[config.mk]
export PLATFORM = sky130hd
export DESIGN_NAME = dual_slope_integrator
export DESIGN_NICKNAME = d
export VERILOG_FILES = /design/src/rtl/dual_slope_integrator.sv
export SDC_FILE = /design/constraint.sdc
export NUM_CORES = 1
export LEC_CHECK = 0
export ABC_AREA = 1
export CAP_MARGIN = 20
export CORE_MARGIN = 3
export CORE_UTILIZATION = 51
export DETAILED_ROUTE_END_ITERATION = 7
export PLACE_DENSITY = 0.78
export SKIP_LAST_GASP = 1
export SLEW_MARGIN = 15
export SYNTH_ARGS = -nofsm -noshare
export SYNTH_HDL_FRONTEND = slang
export SYNTH_SLANG_ARGS = --single-unit
[constraint.sdc]
create_clock -name ck -period 2.45 [get_ports ck]
set_input_delay 0.245 -clock ck [delete_from_list [all_inputs] [get_ports ck]]
set_output_delay 0.245 -clock ck [all_outputs]
set_load 0.05 [all_outputs]
[src/rtl/dual_slope_integrator.sv]
`default_nettype none
// ============================================================================
// Module   : dual_slope_integrator
// Purpose  : Cycle-accurate digital stand-in for the dual-slope ADC front end
//            (input switch bank, saturating integrator, zero comparator).
// Revision : 1.0  - initial release
// ============================================================================
module dual_slope_integrator #(
   parameter int VM_W  = 10,
   parameter int REF   = 1000,
   parameter int ACC_W = 22,
   parameter int CNT_W = 16
) (
   input  logic                    ck,
   input  logic                    rst_s,
   input  logic [VM_W-1:0]         vm,
   input  logic                    ch_zr,
   input  logic                    ch_vm,
   input  logic                    ch_ref,
   output logic                    Vint_z,
   output logic signed [ACC_W-1:0] acc,
   output logic [1:0]              phase,
   output logic [CNT_W-1:0]        phase_cnt,
   output logic                    ovf,
   output logic                    sw_err
);

   typedef enum logic [1:0] {
      PH_IDLE  = 2'd0,
      PH_ZERO  = 2'd1,
      PH_INTEG = 2'd2,
      PH_DEINT = 2'd3
   } phase_t;

   localparam logic signed [ACC_W:0] c_acc_max = {2'b00, {(ACC_W-1){1'b1}}};
   localparam logic signed [ACC_W:0] c_acc_min = {2'b11, {(ACC_W-1){1'b0}}};
   localparam logic signed [ACC_W:0] c_ref_ext = (ACC_W+1)'(REF);

   phase_t                    r_state;
   logic signed [ACC_W-1:0]   r_acc;
   logic                      r_vint_z;
   logic [CNT_W-1:0]          r_cnt;
   logic                      r_ovf;
   logic                      r_sw_err;

   phase_t                    w_state_nxt;
   logic signed [ACC_W-1:0]   w_acc_nxt;
   logic                      w_vint_z_nxt;
   logic [CNT_W-1:0]          w_cnt_nxt;
   logic                      w_ovf_nxt;
   logic                      w_sw_err_nxt;

   logic                      w_multi;
   logic signed [ACC_W:0]     w_acc_ext;
   logic signed [ACC_W:0]     w_vm_ext;
   logic signed [ACC_W:0]     w_sum;
   logic signed [ACC_W-1:0]   w_sat;
   logic                      w_hit;
   logic                      w_sat_le0;
   logic [CNT_W-1:0]          w_cnt_inc;

   assign w_multi = (ch_zr & ch_vm) | (ch_zr & ch_ref) | (ch_vm & ch_ref);

   // One extra bit of headroom so the clamp sees the true sum before wrapping.
   assign w_acc_ext = {r_acc[ACC_W-1], r_acc};
   assign w_vm_ext  = {{(ACC_W+1-VM_W){1'b0}}, vm};
   assign w_sum     = ch_vm ? (w_acc_ext + w_vm_ext) : (w_acc_ext - c_ref_ext);

   always_comb begin
      w_sat = w_sum[ACC_W-1:0];
      w_hit = 1'b0;
      if (w_sum >= c_acc_max) begin
         w_sat = c_acc_max[ACC_W-1:0];
         w_hit = 1'b1;
      end else if (w_sum <= c_acc_min) begin
         w_sat = c_acc_min[ACC_W-1:0];
         w_hit = 1'b1;
      end
   end

   assign w_sat_le0 = w_sat[ACC_W-1] | (w_sat == '0);
   assign w_cnt_inc = (r_cnt == '1) ? r_cnt : (r_cnt + CNT_W'(1));

   always_comb begin
      w_state_nxt  = r_state;
      w_acc_nxt    = r_acc;
      w_vint_z_nxt = r_vint_z;
      w_cnt_nxt    = r_cnt;
      w_ovf_nxt    = r_ovf;
      w_sw_err_nxt = r_sw_err;
      if (w_multi) begin
         // Conflicting switches: flag it and freeze everything else.
         w_sw_err_nxt = 1'b1;
      end else begin
         if (ch_zr) begin
            w_state_nxt  = PH_ZERO;
            w_acc_nxt    = '0;
            w_ovf_nxt    = 1'b0;
            w_sw_err_nxt = 1'b0;
            w_vint_z_nxt = 1'b0;
         end else if (ch_vm) begin
            w_state_nxt  = PH_INTEG;
            w_acc_nxt    = w_sat;
            w_ovf_nxt    = r_ovf | w_hit;
            w_vint_z_nxt = 1'b0;
         end else if (ch_ref) begin
            w_state_nxt  = PH_DEINT;
            w_acc_nxt    = w_sat;
            w_ovf_nxt    = r_ovf | w_hit;
            w_vint_z_nxt = w_sat_le0;
         end else begin
            w_state_nxt  = PH_IDLE;
            w_vint_z_nxt = 1'b0;
         end
         w_cnt_nxt = (w_state_nxt != r_state) ? CNT_W'(1) : w_cnt_inc;
      end
   end

   always_ff @(posedge ck) begin
      if (rst_s) begin
         r_state  <= PH_IDLE;
         r_acc    <= '0;
         r_vint_z <= 1'b0;
         r_cnt    <= '0;
         r_ovf    <= 1'b0;
         r_sw_err <= 1'b0;
      end else begin
         r_state  <= w_state_nxt;
         r_acc    <= w_acc_nxt;
         r_vint_z <= w_vint_z_nxt;
         r_cnt    <= w_cnt_nxt;
         r_ovf    <= w_ovf_nxt;
         r_sw_err <= w_sw_err_nxt;
      end
   end

   assign Vint_z    = r_vint_z;
   assign acc       = r_acc;
   assign phase     = r_state;
   assign phase_cnt = r_cnt;
   assign ovf       = r_ovf;
   assign sw_err    = r_sw_err;

endmodule
`default_nettype wire

==> reports/qor.yml <==
worst_slack_ns: -0.4548
drt-initial-drc-count: 386
critPathArrivalTime_ns: 3.14
cts_made_buffers: 5
grt_max_degree: 23
grt_pass1_wl_microns: 24380
antenna_found_initial: 0
layout-drive-gt1-share_pct: 32.33
htreeDepth: 2
dieArea_sq_um: 9204
whs_ns: 0.4719
rows: 32
gp_congestion: 1.020
finalHoldViolations: 0
core_area_sq_um: 7807
ys_types: 42
clock_path_buffers: 2
period_share_pct: 118.6
min_period_ns: 2.905
ys_async_sr_fraction_pct: 0
startpoint_type: "flip-flop"
p_leak_nw: 3.162
dp_slack_ns: -0.8499
cap_viol_max_count: 0
slew_headroom_pct: 64.02
endpoint_kind: "flip-flop"
final_nets: 989
wire_per_inst_microns: 15.34
ios: 58
drt_wl_total_microns: 16320
p_total_mw: 3.415
worst-setup-path-type: "flip-flop to flip-flop"
outcome: "finished with violations"
max_freq_mhz: 344.3
io_buffers: 57
post-dp-hpwl_microns: 11900
synth_edf_count: 0
ant_nets: 0
synth_nets: 777
path_clk_slew_ns: 0.09
clockRootBuffer: "clkbuf_8"
hold_depth: 2
ys_seq_area_share_pct: 20.87
grt_pass1_vias: 5467
hold_path_class: "flip-flop to flip-flop"
num_antenna_cells: 0
crit_path_frequent_cell: "nand2_1"
crit_path_max_fanout: 7
yosysWarningCount: 0
p_per_area_nw_per_um2: 519.2
dr.pass1.iters: 5
vias: 5901
finalMaxSlewViolations: 0
place_inst: 1034
vias_per_cell: 5.546
cts_tree: "yes"
stdcell_count: 1064
ys.flop_type: "dfxtp_1"
clock_sinks: 43
worstHoldStart: "sw_err$_SDFFE_PP0P_"
timing.rr.end: "acc[18]$_SDFFE_PP0P_"
die_y_microns: 95.94
netlist_instances: 749
clock_skew_ns: 0.006913
route.detailed.drc: 0
syn-cell-area_sq_um: 4125
die-width_microns: 95.94
cp_slowest_stage_delay_ns: 0.37
violations: "negative setup slack"
r2r_slack_ns: -0.45
fin_tns_setup_ns: -9.026
r2r-start: "acc[0]$_SDFFE_PP0P_"
track_usage_pct: 33.62
rsz0062_at_grt: "yes"
fillerInstances: 498
critPathSlowestCell: "dfxtp_4"
peakVddDrop_uv: 422.3
overflow: 0
start_util_pct: 52.84
worstPathCellList: "ha_4, inv_2, fa_2, inv_2, nand2_2, nand2_4, buf_4, nand3b_1, nand3_1, nand2_2, nor2_2, nand3_1, nor2_1, nand2_1, nor2_2, nand4_1, nand2_1, nand2_4, buf_8, o21ai_1, nand2_1, a21oi_1"
worst_pin_slew_ns: 0.5380
r2r_cells: 22
worstPathRequired_ns: 2.69
synth-seq-cells: 43
hold_end: "sw_err$_SDFFE_PP0P_"
syn-mean-instance-area_sq_um: 5.508
setup_viol: 23
syn_to_final_growth_pct: 59.45
clock_latency_ns: 0.31
per-stage QoR:
step                area [sq um]  utilization [%]
global route                6578            84.25
floorplan                   4222                -
detailed placement          5916            75.77
CTS                         6294            80.61
finish                      6578            84.25
global placement            5916            75.77
repair_timing:
action                     CTS  global route
resized for setup           47            53
setup endpoints to repair   24            27
hold buffers                 0             0
gates cloned                 0             1
setup buffers               16             5
pin swaps                   30            35
Yosys cell counts (2+ instances only):
cell / count / area, sq um
a31oi_1: 2 / 12.51
a21o_1: 2 / 15.01
o21ai_0: 26 / 130.1
nor3_2: 3 / 30.03
nand3b_1: 4 / 30.03
nor4_1: 4 / 25.02
clkbuf_1: 9 / 33.78
nand2_1: 260 / 975.9
nand3_2: 3 / 30.03
o21ai_1: 5 / 25.02
nor2_4: 2 / 22.52
xor2_1: 4 / 35.03
ha_1: 12 / 150.1
nand2_2: 14 / 87.58
a211oi_1: 2 / 15.01
buf_4: 3 / 22.52
inv_2: 6 / 22.52
o41ai_1: 3 / 26.28
nand3_1: 74 / 370.4
dfxtp_1: 43 / 860.8
nand4_1: 11 / 68.82
nor2_2: 5 / 31.28
nor3_1: 11 / 55.05
buf_2: 8 / 40.04
inv_1: 100 / 375.4
a21oi_1: 43 / 215.2
nor2_1: 75 / 281.5
sequential cells by signal, summed over array words and instances, names as in the netlist:
| register | cells |
|---|---|
| Vint_z | 1 |
| sw_err | 1 |
| phase_cnt | 16 |
| phase | 2 |
| acc | 22 |
| ovf | 1 |
metal layers:
layer / part of all wire, % / GRT usage [%] / vias to the layer above
met1: 41 / 41.10 / 2710
li1: - / - / 2805
met3: 6.8 / 3.362 / 75
met5: 0 / 0 / -
met2: 48 / 59.24 / 311
met4: 4.4 / 15.17 / 0
final cells by class:
class / instances / area [sq um] / area share (%)
multi-input combinational: 578 / 3186 / 48.43
timing repair buffer: 226 / 1887 / 28.69
sequential: 43 / 890.9 / 13.54
inverter: 107 / 401.6 / 6.106
tap: 102 / 127.6 / 1.940
clock buffer: 6 / 72.57 / 1.103
clock inverter: 2 / 12.51 / 0.1902
layout by cell type, fill, tap and decap left out, types with 4 or more instances in the layout:
cell type	n
a21oi_1	31
a21oi_2	12
buf_4	162
buf_6	4
clkbuf_8	5
clkdlybuf4s50_1	53
dfxtp_1	33
dfxtp_4	7
dlygate4sd2_1	4
ha_1	7
ha_4	5
inv_1	97
inv_2	9
nand2_1	230
nand2_2	38
nand2_4	7
nand3_1	58
nand3_2	16
nand3b_1	4
nand4_1	11
nor2_1	65
nor2_2	14
nor3_1	9
nor4_1	4
o21ai_0	13
o21ai_1	10
o21ai_2	7
xor2_1	4
how the worst max path moves through the flow:
stage                                    from  cells past startpoint                    to
after global placement                  vm[6]                     20   Vint_z$_SDFFE_PP0P_
after CTS                 acc[0]$_SDFFE_PP0P_                     26   Vint_z$_SDFFE_PP0P_
after global routing      acc[0]$_SDFFE_PP0P_                     22   Vint_z$_SDFFE_PP0P_
final                     acc[0]$_SDFFE_PP0P_                     22  acc[18]$_SDFFE_PP0P_
after detailed placement                vm[6]                     20   Vint_z$_SDFFE_PP0P_
after floorplan           acc[0]$_SDFFE_PP0P_                     26   Vint_z$_SDFFE_PP0P_
cells by family (layout without fill, tap and decap cells):
kind of cell	Yosys count	in the layout	synth area share [%]
AND/OR/NAND/NOR	471	471	49.74
flip-flops	43	43	20.87
XOR/XNOR	5	5	1.062
adder cells (fa/ha/maj)	13	13	4.125
AO/OA/AOI/OAI	89	89	11.86
buffers and inverters	128	341	12.34
report_power, final:
group / leakage (nW) / switching (mW) / internal, mW
logic: 2.76 / 1.22 / 0.929
registers: 0.356 / 0.0566 / 0.741
clock network: 0.0412 / 0.271 / 0.200
critical path: cells and delay by family (launching register included):
family / cells / cell delay, ns
AO/OA/AOI/OAI: 2 / 0.24
adder cells (fa/ha/maj): 2 / 0.49
buffers and inverters: 4 / 0.37
flip-flops: 1 / 0.37
AND/OR/NAND/NOR: 14 / 1.36
(Power assumes the default switching activity.)
